## config.mk

```make
export PLATFORM = sky130hd
export DESIGN_NAME = encoder_scan_mxn
export DESIGN_NICKNAME = d
export VERILOG_FILES = /design/src/rtl/encoder_scan_mxn.sv
export SDC_FILE = /design/constraint.sdc
export NUM_CORES = 1
export LEC_CHECK = 0
export ABC_CLOCK_PERIOD_IN_PS = 4000
export BUFFER_PORTS_ARGS = -buffer_cell sky130_fd_sc_hd__buf_2
export CAP_MARGIN = 20
export CORE_MARGIN = 5
export CORE_UTILIZATION = 31
export CTS_BUF_LIST = sky130_fd_sc_hd__clkbuf_16
export DETAILED_ROUTE_END_ITERATION = 10
export GPL_TIMING_DRIVEN = 1
export SYNTH_ARGS = -nofsm -noshare
export SYNTH_HDL_FRONTEND = slang
export SYNTH_SLANG_ARGS = --single-unit
```

## constraint.sdc

```tcl
create_clock -name clk -period 4 [get_ports clk]
set_clock_uncertainty 0.05 [all_clocks]
set_input_delay 0 -clock clk [delete_from_list [all_inputs] [get_ports clk]]
set_output_delay 0 -clock clk [all_outputs]
set_load 0.02 [all_outputs]
```

## src/rtl/encoder_scan_mxn.sv

```systemverilog
// encoder_scan_mxn
// Registered, handshaked successor to the combinational m-to-n encoder.
// Accepts a 2**SIZE-bit request vector with any number of asserted bits and
// emits the binary index of every asserted bit, lowest index first, one index
// per accepted output beat, flagging the final index with out_last.
//
// Parameters:
//   SIZE        index width; request vector is 2**SIZE bits wide
//   ACTIVE_LOW  1 = a request bit is asserted when 0, 0 = asserted when 1
//
// Ports:
//   clk        rising-edge clock
//   rst        asynchronous, active-high reset
//   in_valid   request vector valid
//   in_ready   block can accept a vector (high only while idle)
//   in_vec     request vector, polarity set by ACTIVE_LOW
//   out_valid  out_idx/out_last valid
//   out_ready  consumer accepts the current index
//   out_idx    index of the current asserted bit
//   out_last   current index is the final one of this vector
//   empty_err  one-cycle pulse: the accepted vector had no asserted bit
//   busy       high while indices are being emitted
//   pop_cnt    (only with ENC_POPCOUNT_EN defined) number of asserted bits
//              in the most recently accepted vector
//
// Optional feature macro: ENC_POPCOUNT_EN

module encoder_scan_mxn #(
  parameter int SIZE       = 4,
  parameter bit ACTIVE_LOW = 1'b1
) (
  input  logic                 clk,
  input  logic                 rst,
  input  logic                 in_valid,
  output logic                 in_ready,
  input  logic [2**SIZE-1:0]   in_vec,
  output logic                 out_valid,
  input  logic                 out_ready,
  output logic [SIZE-1:0]      out_idx,
  output logic                 out_last,
  output logic                 empty_err,
  output logic                 busy
`ifdef ENC_POPCOUNT_EN
  ,
  output logic [SIZE:0]        pop_cnt
`endif
);

  localparam int N = 2**SIZE;

  typedef enum logic {IDLE, SCAN} state_t;

  state_t          state;
  state_t          state_next;
  logic [N-1:0]    norm;
  logic [N-1:0]    pend;
  logic [N-1:0]    src;
  logic [N-1:0]    src_clr;
  logic            src_single;
  logic [SIZE-1:0] low_idx;

  assign norm = ACTIVE_LOW ? ~in_vec : in_vec;

  // One shared search serves both states: in IDLE it looks at the incoming
  // vector, in SCAN at the bits still pending.
  always_comb begin
    src        = (state == IDLE) ? norm : pend;
    src_clr    = src & (src - N'(1));
    src_single = (src != '0) && (src_clr == '0);
  end

  // Priority encoder: the loop runs high to low so the lowest set bit wins.
  always_comb begin
    low_idx = '0;
    for (int i = N - 1; i >= 0; i--) begin
      if (src[i]) low_idx = SIZE'(i);
    end
  end

  // State register.
  always_ff @(posedge clk or posedge rst) begin
    if (rst) state <= IDLE;
    else     state <= state_next;
  end

  // Next-state logic. An empty vector is accepted but never enters SCAN.
  always_comb begin
    state_next = state;
    case (state)
      IDLE: if (in_valid && (norm != '0))   state_next = SCAN;
      SCAN: if (out_ready && out_last)      state_next = IDLE;
      default:                              state_next = IDLE;
    endcase
  end

  // State-decoded outputs.
  always_comb begin
    in_ready = (state == IDLE);
    busy     = (state == SCAN);
  end

  // Output beat registers and pending-bit store. out_idx/out_last only move
  // on a consumed beat, so they hold steady through any stall.
  always_ff @(posedge clk or posedge rst) begin
    if (rst) begin
      pend      <= '0;
      out_valid <= 1'b0;
      out_idx   <= '0;
      out_last  <= 1'b0;
      empty_err <= 1'b0;
    end else begin
      empty_err <= 1'b0;
      case (state)
        IDLE: begin
          if (in_valid) begin
            if (norm == '0) begin
              empty_err <= 1'b1;
            end else begin
              pend      <= src_clr;
              out_idx   <= low_idx;
              out_last  <= src_single;
              out_valid <= 1'b1;
            end
          end
        end
        SCAN: begin
          if (out_ready) begin
            if (out_last) begin
              out_valid <= 1'b0;
              pend      <= '0;
            end else begin
              pend     <= src_clr;
              out_idx  <= low_idx;
              out_last <= src_single;
            end
          end
        end
        default: ;
      endcase
    end
  end

`ifdef ENC_POPCOUNT_EN
  logic [SIZE:0] norm_cnt;

  always_comb begin
    norm_cnt = '0;
    for (int i = 0; i < N; i++) begin
      norm_cnt = norm_cnt + {{SIZE{1'b0}}, norm[i]};
    end
  end

  // Captured on every acceptance, including empty vectors.
  always_ff @(posedge clk or posedge rst) begin
    if (rst)                           pop_cnt <= '0;
    else if (in_valid && in_ready)     pop_cnt <= norm_cnt;
  end
`endif

endmodule
```

=== Yosys cells after proc, flatten, opt, wreduce, memory -nomap -nowiden ===
Index checks and enable logic that the tools add are counted.

* Reduce and logical (&&, ||, !) cells: 10
* Equality and inequality tests: 5
* Add/subtract/negate cells: 1
* Muxes and demuxes: 43
* Bitwise operators: 3

{| class="wikitable"
|+ Operators with widths
! cell !! number
|-
| $mux W16 || 5
|-
| $mux W4 || 20
|-
| $logic_not A16 Y1 || 2
|-
| $pmux W16 S2 || 1
|-
| $reduce_bool A16 Y1 || 2
|-
| $and A16 B16 Y16 || 1
|-
| $not A16 Y16 || 1
|-
| $sub A16 B1 Y16 const B || 1
|-
| $mux W1 || 13
|-
| $ne A2 B2 Y1 const B || 5
|-
| $pmux W4 S2 || 1
|-
| $reduce_and A4 Y1 || 2
|-
| $pmux W1 S2 || 3
|-
| $logic_and A1 B1 Y1 || 3
|-
| $reduce_and A3 Y1 || 1
|-
| $not A1 Y1 || 1
|}

* Bits of input ports: 20
* Register bits: 24
* Output and inout port bits: 9
* Logic and storage cells: 68

=== Logic depth before layout (Yosys ltp) ===
Gate-level depths: netlist of the first run.

* Depth in word-level cells: 21
* Depth in mapped cells: 9
* Gate-level depth less buffers: 6

=== Least setup slack after synthesis of the first run ===
OpenSTA, ideal clock, no wires.

* Path type: register to register
* Start: reg state (netlist: busy)
* End: reg out_last
* Arrival time: 2,041 ps
* Data required time: 3,858 ps
* Setup slack: 1,818 ps
* Path buffers: 0
* Period minus slack after synthesis: 2,182 ps
* Library setup time: 92 ps
* Cell stages (with the launch flop): 7
* Cells stage by stage: dfrtp_1 or4b_4 a22oi_4 nand2_2 nor2_4 mux2_1 o31ai_2

* Word-level cells in the longest chain between the ends: 8
* Elaborated cells between the ends (all ways): 16
* Classes of those cells: add/sub: 1; eq/ne: 3; mux: 6; bitwise: 2; reduce/logical: 4

{| class="wikitable"
|+ RTL lines
! item !! RTL line !! text
|-
| from (decl) || 53 || <nowiki>state_t state;</nowiki>
|-
| from (signal assigned) || 83 || <nowiki>else state <= state_next;</nowiki>
|-
| $mux W16 || 67 || <nowiki>src = (state == IDLE) ? norm : pend;</nowiki>
|-
| $sub A16 B1 Y16 || 68 || <nowiki>src_clr = src & (src - N'(1));</nowiki>
|-
| $and A16 B16 Y16 || 68 ||
|-
| $logic_not A16 Y1 || 69 || <nowiki>src_single = (src != '0) && (src_clr == '0);</nowiki>
|-
| $logic_and A1 B1 Y1 || 69 ||
|-
| $mux W1, on equally long branches || 128, 116 ||
|-
| $mux W1, on equally long branches || 127, 115 ||
|-
| $pmux W1 S2 || 113 || <nowiki>case (state)</nowiki>
|-
| to (signal assigned) || 121 || <nowiki>out_last <= src_single;</nowiki>
|-
| to (signal assigned) || 134 || <nowiki>out_last <= src_single;</nowiki>
|-
| to (decl) || 40 || <nowiki>output logic out_last,</nowiki>
|}

Parallel ways exist; a longest one is shown, timed or not. The select of a mux whose other input is x is not followed.
A chain may end at the register's enable or synchronous reset.

=== Worst setup path after layout of the first run ===
* Start: reg state (netlist: busy)
* End: reg pend[1]

* Word-level cells in the longest chain between the ends: 6
* Elaborated cells between the ends (all ways): 13
* Classes of those cells: add/sub: 1; eq/ne: 3; mux: 6; bitwise: 2; reduce/logical: 1

{| class="wikitable"
|+ RTL lines
! item !! RTL line !! text
|-
| $mux W16 || 67 ||
|-
| $sub A16 B1 Y16 || 68 ||
|-
| $and A16 B16 Y16 || 68 ||
|-
| $mux W16, on equally long branches || 128, 116 ||
|-
| $mux W16, on equally long branches || 127, 115 ||
|-
| $pmux W16 S2 || 113 ||
|-
| to (signal assigned) || 119 || <nowiki>pend <= src_clr;</nowiki>
|-
| to (signal assigned) || 132 || <nowiki>pend <= src_clr;</nowiki>
|-
| to (decl) || 56 || <nowiki>logic [N-1:0] pend;</nowiki>
|}

Parallel ways exist; a longest one is shown, timed or not. The select of a mux whose other input is x is not followed.

==> impl_metrics.env, run 1 <==
export IMPL_synthCells=204
export IMPL_antenna_found_initial=0
export IMPL_start_util_pct=31.8
export IMPL_seq_area_um2=576
export IMPL_setup_tns_ns=0
export IMPL_critical_path_max_stage_delay_ns=0.88
export IMPL_place_port_buffers=28
export IMPL_r2r_slack_ns=0.94
export IMPL_yosys_top_cells_area="dfrtp_1 (33%), nand2_1 (6.7%), o31ai_1 (4.7%), a21oi_1 (3.7%), o21ai_0 (3.5%)"
export IMPL_path_cells="inv_1 > nand2_1 > a21oi_1 > a21oi_4 > nand2_1 > o41ai_1 > dlygate4sd3_1"
export IMPL_hold_violations=0
export IMPL_syn_num_nets=224
export IMPL_yosys_area_top_type="dfrtp_1"
export IMPL_vias_per_cell=5.64
export IMPL_stdcell_count=310
export IMPL_drc=0
export IMPL_ios=29
export IMPL_yosys_warnings=0
export IMPL_grt_max_degree=33
export IMPL_num_vias=1748
export IMPL_wl_mm=5.28
export IMPL_outcome="completed"
export IMPL_synth_seq_cells=23
export IMPL_die_w_um=84.9
export IMPL_cts_tree="yes"
export IMPL_grt_overflow=0
export IMPL_crit_slowest_cell="dfrtp_1"
export IMPL_die_h_um=84.9
export IMPL_dp_slack_ns=1.15
export IMPL_worst_slack_ns=0.939
export IMPL_synthesis_area_um2=1740
export IMPL_rsz0062_at_grt="no"
export IMPL_final_cell_mix="nand2_1 (31), buf_2 (28), dfrtp_1 (23)"
export IMPL_clkTransAtPathRegs_ns=0.07
export IMPL_period_minus_slack_ns=3.06
export IMPL_dp_final_hpwl_mm=3.88
export IMPL_antenna_cells=0
export IMPL_slew_limit_headroom_pct=44.8
export IMPL_synth_top_area_share_pct=33.1
export IMPL_critPathKind="reg -> reg"
export IMPL_clk_latency_ns=0.27
export IMPL_synth_edff_count=0
export IMPL_critPathLaunchType="register"
export IMPL_cts_buffers=3
export IMPL_rr_worst_depth=7
export IMPL_numPlacedInstances=298
export IMPL_async_reset_ff_share_pct=100
export IMPL_final_common_cell="nand2_1"
export IMPL_power_density_nw_per_um2=842
export IMPL_maxCapViolCount=0
export IMPL_globalRouteTotalUtil_pct=14.8
export IMPL_coreArea_um2=5470
export IMPL_critPathCaptureType="register"
export IMPL_drv_slew=0
export IMPL_synth_cell_type_count=54
export IMPL_wire_per_inst_um=17.0
export IMPL_grt_pass1_wl_mm=8.60
export IMPL_peakVddDrop_v=0.000319
export IMPL_cts_sinks=23
export IMPL_yosysSeqAreaShare_pct=33.1
export IMPL_setup_viol=0
export IMPL_syn_avg_cell_area_um2=8.53
export IMPL_multiInputGateArea_um2=1070
export IMPL_finalCritPeriodShare_pct=76.5
export IMPL_drtAntennaViolNets=0
export IMPL_arrival_ns=3.22
export IMPL_crit_path_end="pend[1]"
export IMPL_drt_iter0_markers=126
export IMPL_dr_pass1_iters=4
export IMPL_root_buffer="clkbuf_16"
export IMPL_max_freq_mhz=327
export IMPL_worstReg2RegEnd="pend[1]"
export IMPL_tightest_slew_ns=0.826
export IMPL_worstPathMaxFanout=32
export IMPL_die_area_um2=7210
export IMPL_grt_pass1_vias=1692
export IMPL_place_gp_congestion=0.861
export IMPL_syn_to_final_growth_pct=19.7
export IMPL_reg2reg_from="busy"
export IMPL_path_common_cell="nand2_1"
export IMPL_htreeDepth=1
export IMPL_fillCellCount=575
export IMPL_cp_startpoint="busy"
export IMPL_hold_path_class="in -> reg"
export IMPL_cp_required_ns=4.16
export IMPL_cts_max_path_buffers=2
export IMPL_ys_flop_type="dfrtp_1"
export IMPL_power_leakage_nw=0.883
export IMPL_drive_above_1_share_pct=20.2
export IMPL_fp_row_count=27
export IMPL_power_mw=1.75
export IMPL_nNetsFinal=259
==> routing by layer <==
metal / global-route usage (%) / wire length (µm)
met1: 20.0 / 2480
met2: 24.1 / 2430
met3: 2.82 / 308
met4: 4.32 / 64
met5: 0 / 0
==> worst min-delay path by stage <==
stage / from / cells after the start / slack, ns / end
6_report: out_ready / 4 / 0.05 / busy
3_3_place_gp: in_vec[2] / 2 / 0.19 / pend[2]
5_1_grt: out_ready / 4 / 0.08 / busy
3_5_place_dp: in_vec[2] / 2 / 0.21 / pend[2]
2_1_floorplan: rst / 1 / -0.05 / busy
4_1_cts: out_ready / 4 / 0.05 / busy
==> power by group <==
group	total (mW)	internal [mW]	switching, mW
sequential	0.441	0.324	0.117
clock	0.230	0.135	0.0946
combinational	1.08	0.430	0.653
total	1.75	0.889	0.865
==> what timing repair did <==
| action | in CTS | in global routing |
|---|---|---|
| endpoints found under the hold margin | 28 | 0 |
| buffers inserted | 0 | 0 |
| hold buffers | 7 | 0 |
| resized for setup | 0 | 0 |
==> synth_stat cells, types with 3 or more instances <==
cell       n
inv_1      6
nand2b_1   6
nand2_1   31
nand3_1    7
a21oi_1   13
buf_2      4
dfrtp_1   23
buf_6      3
o31ai_1   11
o21ai_0   12
nor2_1    13
a32o_1     5
a31oi_1    5
nor2b_1    4
nor3_1     5
o22a_1     3
o22ai_1    3
==> state kept, by name, indices dropped and copies added, names as in the netlist <==
| signal | flops |
|---|---|
| empty_err | 1 |
| pend | 15 |
| busy | 1 |
| out_idx | 4 |
| out_last | 1 |
| out_valid | 1 |
==> metrics by stage <==
stage / hold slack, ns / utilization (%) / cell area [µm²]
after floorplan: -0.0481 / - / 1740
after detailed placement: 0.207 / 35.0 / 1920
final: 0.0498 / 38.1 / 2080
after CTS: 0.0470 / 37.8 / 2070
after global routing: 0.0780 / 38.1 / 2080
after global placement: 0.193 / 35.0 / 1920
==> kinds of logic after synthesis <==
family / Yosys count / synth area share (%)
compound gates: 77 / 33.0
fa+ha+maj: 2 / 1.15
buf+inv: 14 / 5.18
flops: 23 / 33.1
mux: 5 / 3.09
simple gates: 83 / 24.5
==> cell type report <==
cell class                      count  area share, %
Clock buffer                        3           3.60
Clock inverter                      1          0.240
Inverter                            6           1.08
Multi-Input combinational cell    167           51.6
Sequential cell                    23           27.6
Tap cell                           72           4.32
Timing Repair Buffer               38           11.5
==> worst max-delay path, delay by kind of cell (launching register included) <==
family / cells / cell delay (ns)
flip-flops: 1 / 0.88
AO/OA/AOI/OAI: 3 / 0.68
buffers and inverters: 2 / 1.05
AND/OR/NAND/NOR: 2 / 0.33
Note: power is estimated with default switching activity, not from simulation.
==> inputs of run 2 (changes only) <==
--- a/config.mk
+++ b/config.mk
@@ -5,7 +5,8 @@
 export SDC_FILE = /design/constraint.sdc
 export NUM_CORES = 1
 export LEC_CHECK = 0
-export ABC_CLOCK_PERIOD_IN_PS = 4000
+export ABC_AREA = 1
+export ABC_CLOCK_PERIOD_IN_PS = 2900
 export BUFFER_PORTS_ARGS = -buffer_cell sky130_fd_sc_hd__buf_2
 export CAP_MARGIN = 20
 export CORE_MARGIN = 5
==> constraint.sdc (replaced) <==
create_clock -name clk -period 2.9 [get_ports clk]
set_clock_uncertainty 0.05 [all_clocks]
set_input_delay 0 -clock clk [delete_from_list [all_inputs] [get_ports clk]]
set_output_delay 0 -clock clk [all_outputs]
set_load 0.02 [all_outputs]
==> run 2 against run 1 <==
Cell area shrank 17%. Sequential share of layout area up 5.6 points. Fmax is 35% higher. Worst setup slack worse by 0.31 ns. Die area decreased by 15%. Combinational power hardly changed. Critical path type unchanged. Core utilization increased by 0.93 points.
==> impl_metrics.env, run 2 <==
export IMPL_multiInputGateArea_um2=751
export IMPL_r2r_slack_ns=0.63
export IMPL_coreArea_um2=4440
export IMPL_holdWs_ns=0.0103
export IMPL_seq_area_um2=576
export IMPL_hold_path_class="in -> reg"
export IMPL_die_h_um=78.4
export IMPL_synthCells=212
export IMPL_power_leakage_nw=0.888
export IMPL_largest_reg_flops=15
export IMPL_synthesis_area_um2=1450
export IMPL_grt_max_degree=24
export IMPL_place_gp_congestion=0.865
export IMPL_start_util_pct=32.7
export IMPL_globalRouteTotalUtil_pct=13.6
export IMPL_nNetsFinal=262
export IMPL_antenna_cells=0
export IMPL_reg2reg_from="busy"
export IMPL_max_freq_mhz=441
export IMPL_worstReg2RegEnd="out_last"
export IMPL_power_mw=1.91
export IMPL_peakVddDrop_v=0.000593
export IMPL_arrival_ns=2.42
export IMPL_drtAntennaViolNets=0
export IMPL_cts_max_path_buffers=2
export IMPL_setup_viol=0
export IMPL_num_vias=1438
export IMPL_dpl_cell_area_um2=1620
export IMPL_slew_limit_headroom_pct=41.3
export IMPL_final_common_cell="nand2_1"
export IMPL_cts_tree="yes"
export IMPL_synth_edff_count=0
export IMPL_worst_slack_ns=0.630
export IMPL_yosys_area_top_type="dfrtp_1"
export IMPL_final_util_pct=39.0
export IMPL_critPathCaptureType="register"
export IMPL_yosys_top_cells_count="nand2_1 (84), dfrtp_1 (23), o21ai_0 (20)"
export IMPL_power_density_nw_per_um2=1100
export IMPL_top_regs="pend (15), out_idx (4)"
export IMPL_rsz0062_at_grt="no"
export IMPL_numPlacedInstances=286
export IMPL_cts_sinks=23
export IMPL_hold_depth=4
export IMPL_grt_overflow=0
export IMPL_ys_flop_type="dfrtp_1"
export IMPL_cp_required_ns=3.05
export IMPL_async_reset_ff_share_pct=100
export IMPL_drt_iter0_markers=79
export IMPL_worstPathMaxFanout=12
export IMPL_final_cell_mix="nand2_1 (84), buf_2 (28), dfrtp_1 (23)"
export IMPL_post_cts_buffers=0
export IMPL_hold_violations=0
export IMPL_drive_above_1_share_pct=18.7
export IMPL_syn_to_final_growth_pct=19.4
export IMPL_fillCellCount=493
export IMPL_dp_final_hpwl_mm=3.03
export IMPL_yosysSeqAreaShare_pct=39.7
export IMPL_htreeDepth=1
export IMPL_ios=29
export IMPL_synth_cell_type_count=29
export IMPL_die_w_um=78.4
export IMPL_grt_pass1_vias=1371
export IMPL_yosys_top_cells_area="dfrtp_1 (40%), nand2_1 (22%), o21ai_0 (6.9%), inv_1 (4.7%), nor2_1 (4.1%)"
export IMPL_synth_top_area_share_pct=39.7
export IMPL_antenna_found_initial=0
export IMPL_setup_tns_ns=0
export IMPL_die_area_um2=6150
export IMPL_wl_mm=3.79
export IMPL_finalCritPeriodShare_pct=78.3
export IMPL_critPathKind="reg -> reg"
export IMPL_drc=0
export IMPL_whs_endpoint="pend[1]"
export IMPL_synth_seq_cells=23
export IMPL_synth_most_common_cell="nand2_1"
export IMPL_syn_avg_cell_area_um2=6.85
export IMPL_rr_worst_depth=12
export IMPL_cts_resized=0
export IMPL_period_minus_slack_ns=2.27
export IMPL_tightest_slew_ns=0.880
export IMPL_vias_per_cell=4.91
export IMPL_yosys_warnings=0
export IMPL_dr_pass1_iters=4
export IMPL_critPathLaunchType="register"
export IMPL_drv_slew=0
export IMPL_outcome="completed"
export IMPL_maxCapViolCount=0
export IMPL_place_port_buffers=28
export IMPL_dp_slack_ns=0.663
export IMPL_stdcell_count=293
export IMPL_stdcell_area_um2=1730
export IMPL_wire_per_inst_um=12.9
export IMPL_grt_pass1_wl_mm=6.70
export IMPL_hold_buffers=3
export IMPL_hold_start="in_vec[0]"
export IMPL_clk_latency_ns=0.26
export IMPL_regMostFlops="pend"
export IMPL_root_buffer="clkbuf_16"
export IMPL_fp_row_count=24
export IMPL_syn_num_nets=232
export IMPL_cts_buffers=3
export IMPL_clkTransAtPathRegs_ns=0.06
[run 2: changes by cell type after synthesis, moves of 6 or more]
cell	change
a21oi_1	-11
inv_1	+12
o21ai_0	+8
o21ai_1	+6
o31ai_1	-7
nand2_1	+53
nand2b_1	-6
[run 2: how the worst max path moves through the flow]
stage | startpoint | to | slack [ns] | depth (start not counted)
after CTS | busy | out_last | 0.64 | 12
final | busy | out_last | 0.63 | 12
after floorplan | busy | out_last | 0.95 | 16
after global placement | busy | out_last | 0.62 | 12
after global routing | busy | out_last | 0.30 | 12
after detailed placement | busy | out_last | 0.66 | 12
[run 2: area by class of cell]
cell class              instances  area share, %
flip-flops and latches         23           33.2
clock inverters                 1          0.433
well taps                      52           3.75
clock buffers                   3           4.33
inverters                      21           4.69
repair buffers                 32           10.3
multi-input cells             161           43.3
[run 2: logic make-up (layout without fill, tap and decap cells)]
group | Yosys count | in the layout | share of synthesized area, %
and+or+nand+nor | 118 | 118 | 33.6
AOI/OAI and AO/OA | 43 | 43 | 18.1
DFF | 23 | 23 | 39.7
buffers and inverters | 28 | 57 | 8.62
[run 2: report_power, final]
group,internal (mW),leakage (nW),switching [mW],total [mW]
Combinational,0.353,0.554,0.730,1.08
Sequential,0.439,0.297,0.0783,0.517
Clock,0.187,0.0371,0.119,0.306
[run 2: critical path: stages (launching register included)]
cell	delay (ns)
dfrtp_1	0.58
o21ai_0	0.19
nor2_1	0.16
nand2_1	0.19
nor2_4	0.14
nand3_2	0.11
o21ai_1	0.22
nand3_1	0.09
nor2_1	0.14
nand3b_1	0.10
nor2_1	0.10
nand2_1	0.06
nand2_1	0.06
[run 2: metal layers]
layer / part of all wire, % / track usage, %
met4: 0.90 / 2.62
met1: 52 / 20.0
met2: 43 / 20.9
met3: 4.1 / 2.75
met5: 0 / 0
==> inputs of run 3 (changes only) <==
--- a/config.mk
+++ b/config.mk
@@ -5,8 +5,8 @@
 export SDC_FILE = /design/constraint.sdc
 export NUM_CORES = 1
 export LEC_CHECK = 0
-export ABC_AREA = 1
-export ABC_CLOCK_PERIOD_IN_PS = 2900
+export ABC_AREA = 0
+export ABC_CLOCK_PERIOD_IN_PS = 2190
 export BUFFER_PORTS_ARGS = -buffer_cell sky130_fd_sc_hd__buf_2
 export CAP_MARGIN = 20
 export CORE_MARGIN = 5
==> constraint.sdc (replaced) <==
create_clock -name clk -period 2.19 [get_ports clk]
set_clock_uncertainty 0.05 [all_clocks]
set_input_delay 0 -clock clk [delete_from_list [all_inputs] [get_ports clk]]
set_output_delay 0 -clock clk [all_outputs]
set_load 0.02 [all_outputs]
==> run 3 against run 2 <==
Non-clock buffer count is 31 higher. Clock-buffer cell count is the same. Clock power rose by 35%. Largest power group unchanged. Critical path type unchanged. Largest cell class unchanged.
==> impl_metrics.env, run 3 (same netlist as run 1, synthesis figures left out) <==
export IMPL_period_minus_slack_ns=2.14
export IMPL_fillCellCount=580
export IMPL_drt_iter0_markers=133
export IMPL_cts_buffers=3
export IMPL_critPathCaptureType="register"
export IMPL_start_util_pct=31.8
export IMPL_ios=29
export IMPL_final_cell_mix="nand2_1 (31), buf_2 (28), buf_4 (26)"
export IMPL_largest_reg_flops=15
export IMPL_finalCritPeriodShare_pct=97.6
export IMPL_htreeDepth=1
export IMPL_wl_mm=5.60
export IMPL_setup_tns_ns=0
export IMPL_stdcell_count=335
export IMPL_hold_violations=0
export IMPL_antenna_found_initial=0
export IMPL_grt_overflow=0
export IMPL_cts_tree="yes"
export IMPL_pwr_share_seq_pct=20.9
export IMPL_cp_required_ns=2.32
export IMPL_top_regs="pend (15), out_idx (4)"
export IMPL_drive_above_1_share_pct=30.0
export IMPL_outcome="completed"
export IMPL_tightest_slew_ns=0.637
export IMPL_power_switching_mw=1.68
export IMPL_maxCapViolCount=0
export IMPL_dr_pass1_iters=5
export IMPL_pwr_share_clk_pct=11.3
export IMPL_p_int_mw=1.96
export IMPL_critPathKind="reg -> reg"
export IMPL_place_port_buffers=28
export IMPL_power_density_nw_per_um2=1580
export IMPL_coreArea_um2=5470
export IMPL_netSwitchingFraction_pct=46.3
export IMPL_place_gp_congestion=0.841
export IMPL_cts_sinks=23
export IMPL_grt_pass1_wl_mm=9.16
export IMPL_die_h_um=84.9
export IMPL_die_area_um2=7210
export IMPL_cts_max_path_buffers=2
export IMPL_power_leakage_nw=1.00
export IMPL_arrival_ns=2.26
export IMPL_worstPathMaxFanout=8
export IMPL_syn_to_final_growth_pct=32.8
export IMPL_critPathLaunchType="register"
export IMPL_drv_slew=0
export IMPL_vias_per_cell=5.55
export IMPL_clk_latency_ns=0.26
export IMPL_antenna_cells=0
export IMPL_grt_max_degree=24
export IMPL_holdWs_ns=0.0371
export IMPL_globalRouteTotalUtil_pct=15.6
export IMPL_fp_row_count=27
export IMPL_wire_per_inst_um=16.7
export IMPL_nNetsFinal=284
export IMPL_clkTransAtPathRegs_ns=0.07
export IMPL_root_buffer="clkbuf_16"
export IMPL_dp_final_hpwl_mm=4.13
export IMPL_max_freq_mhz=468
export IMPL_regMostFlops="pend"
export IMPL_setup_viol=0
export IMPL_slew_limit_headroom_pct=57.5
export IMPL_power_share_combinational_pct=67.8
export IMPL_grt_pass1_vias=1853
export IMPL_final_common_cell="nand2_1"
export IMPL_num_vias=1858
export IMPL_numPlacedInstances=321
export IMPL_peakVddDrop_v=0.000830
export IMPL_die_w_um=84.9
export IMPL_drc=0
export IMPL_drtAntennaViolNets=0
export IMPL_hold_path_class="in -> reg"
run 3: final cells by class:
type | count | area (µm²) | area share [%]
Multi-Input combinational cell | 167 | 1090 | 47.3
Sequential cell | 23 | 577 | 25.0
Timing Repair Buffer | 63 | 445 | 19.3
Tap cell | 72 | 90.1 | 3.90
Clock buffer | 3 | 75.1 | 3.25
Inverter | 6 | 26.3 | 1.14
Clock inverter | 1 | 5.00 | 0.217
run 3: worst paths after layout:
check | cells past startpoint | from | slack [ns] | endpoint
setup / recovery | 7 | busy | 0.05 | out_last
hold / removal | 4 | out_ready | 0.04 | busy
setup reg to reg | 7 | busy | 0.05 | out_last
hold reg to reg | 2 | out_idx[2] | 0.43 | out_idx[2]
max in group asynchronous | 4 | rst | 1.54 | busy
min in group asynchronous | 4 | rst | 0.28 | out_idx[3]
run 3: per-stage QoR:
step | utilization (%) | worst slack (ns) | total power [mW] | area (µm²)
6_report | 42.2 | 0.0517 | 3.64 | 2310
5_1_grt | 42.2 | -0.00622 | 3.91 | 2310
4_1_cts | 41.0 | 0.0257 | 3.50 | 2240
3_5_place_dp | 38.2 | -0.0236 | 3.06 | 2090
3_3_place_gp | 38.2 | 0.0945 | 3.04 | 2090
2_1_floorplan | - | 0.00771 | 2.30 | 1740
run 3: power by group through the flow:
| stage | registers, mW | clock network [mW] | logic [mW] |
|---|---|---|---|
| finish | 0.761 | 0.412 | 2.47 |
| global route | 0.779 | 0.447 | 2.69 |
| detailed placement | 0.749 | 0 | 2.31 |
| global placement | 0.750 | 0 | 2.29 |
| floorplan | 0.788 | 0 | 1.51 |
| CTS | 0.745 | 0.425 | 2.33 |
run 3: critical path, stage by stage, from the launching register on:
cell and delay, ns:
dfrtp_2 0.48, or4b_4 0.51, a22oi_4 0.19, nand2_2 0.11, buf_4 0.18, nor2_1 0.17, a22oi_1 0.15, o31ai_2 0.22
run 3: metal layers:
| metal | up-vias | wire (µm) | GRT usage (%) | share of wire (%) |
|---|---|---|---|---|
| met5 | - | 0 | 0 | 0 |
| met4 | 0 | 66 | 3.88 | 1.2 |
| met3 | 6 | 346 | 2.43 | 6.2 |
| met2 | 58 | 2630 | 25.6 | 47 |
| met1 | 893 | 2560 | 21.6 | 46 |
| li1 | 901 | - | - | - |
run 3: what timing repair did:
item | 4_1_cts | 5_1_grt
hold buffers | 7 | 0
setup endpoints to repair | 1 | 10
gates resized for setup | 1 | 10
endpoints found under the hold margin | 28 | 0
buffers inserted | 0 | 3
pin swaps | 0 | 6
cloned | 0 | 1
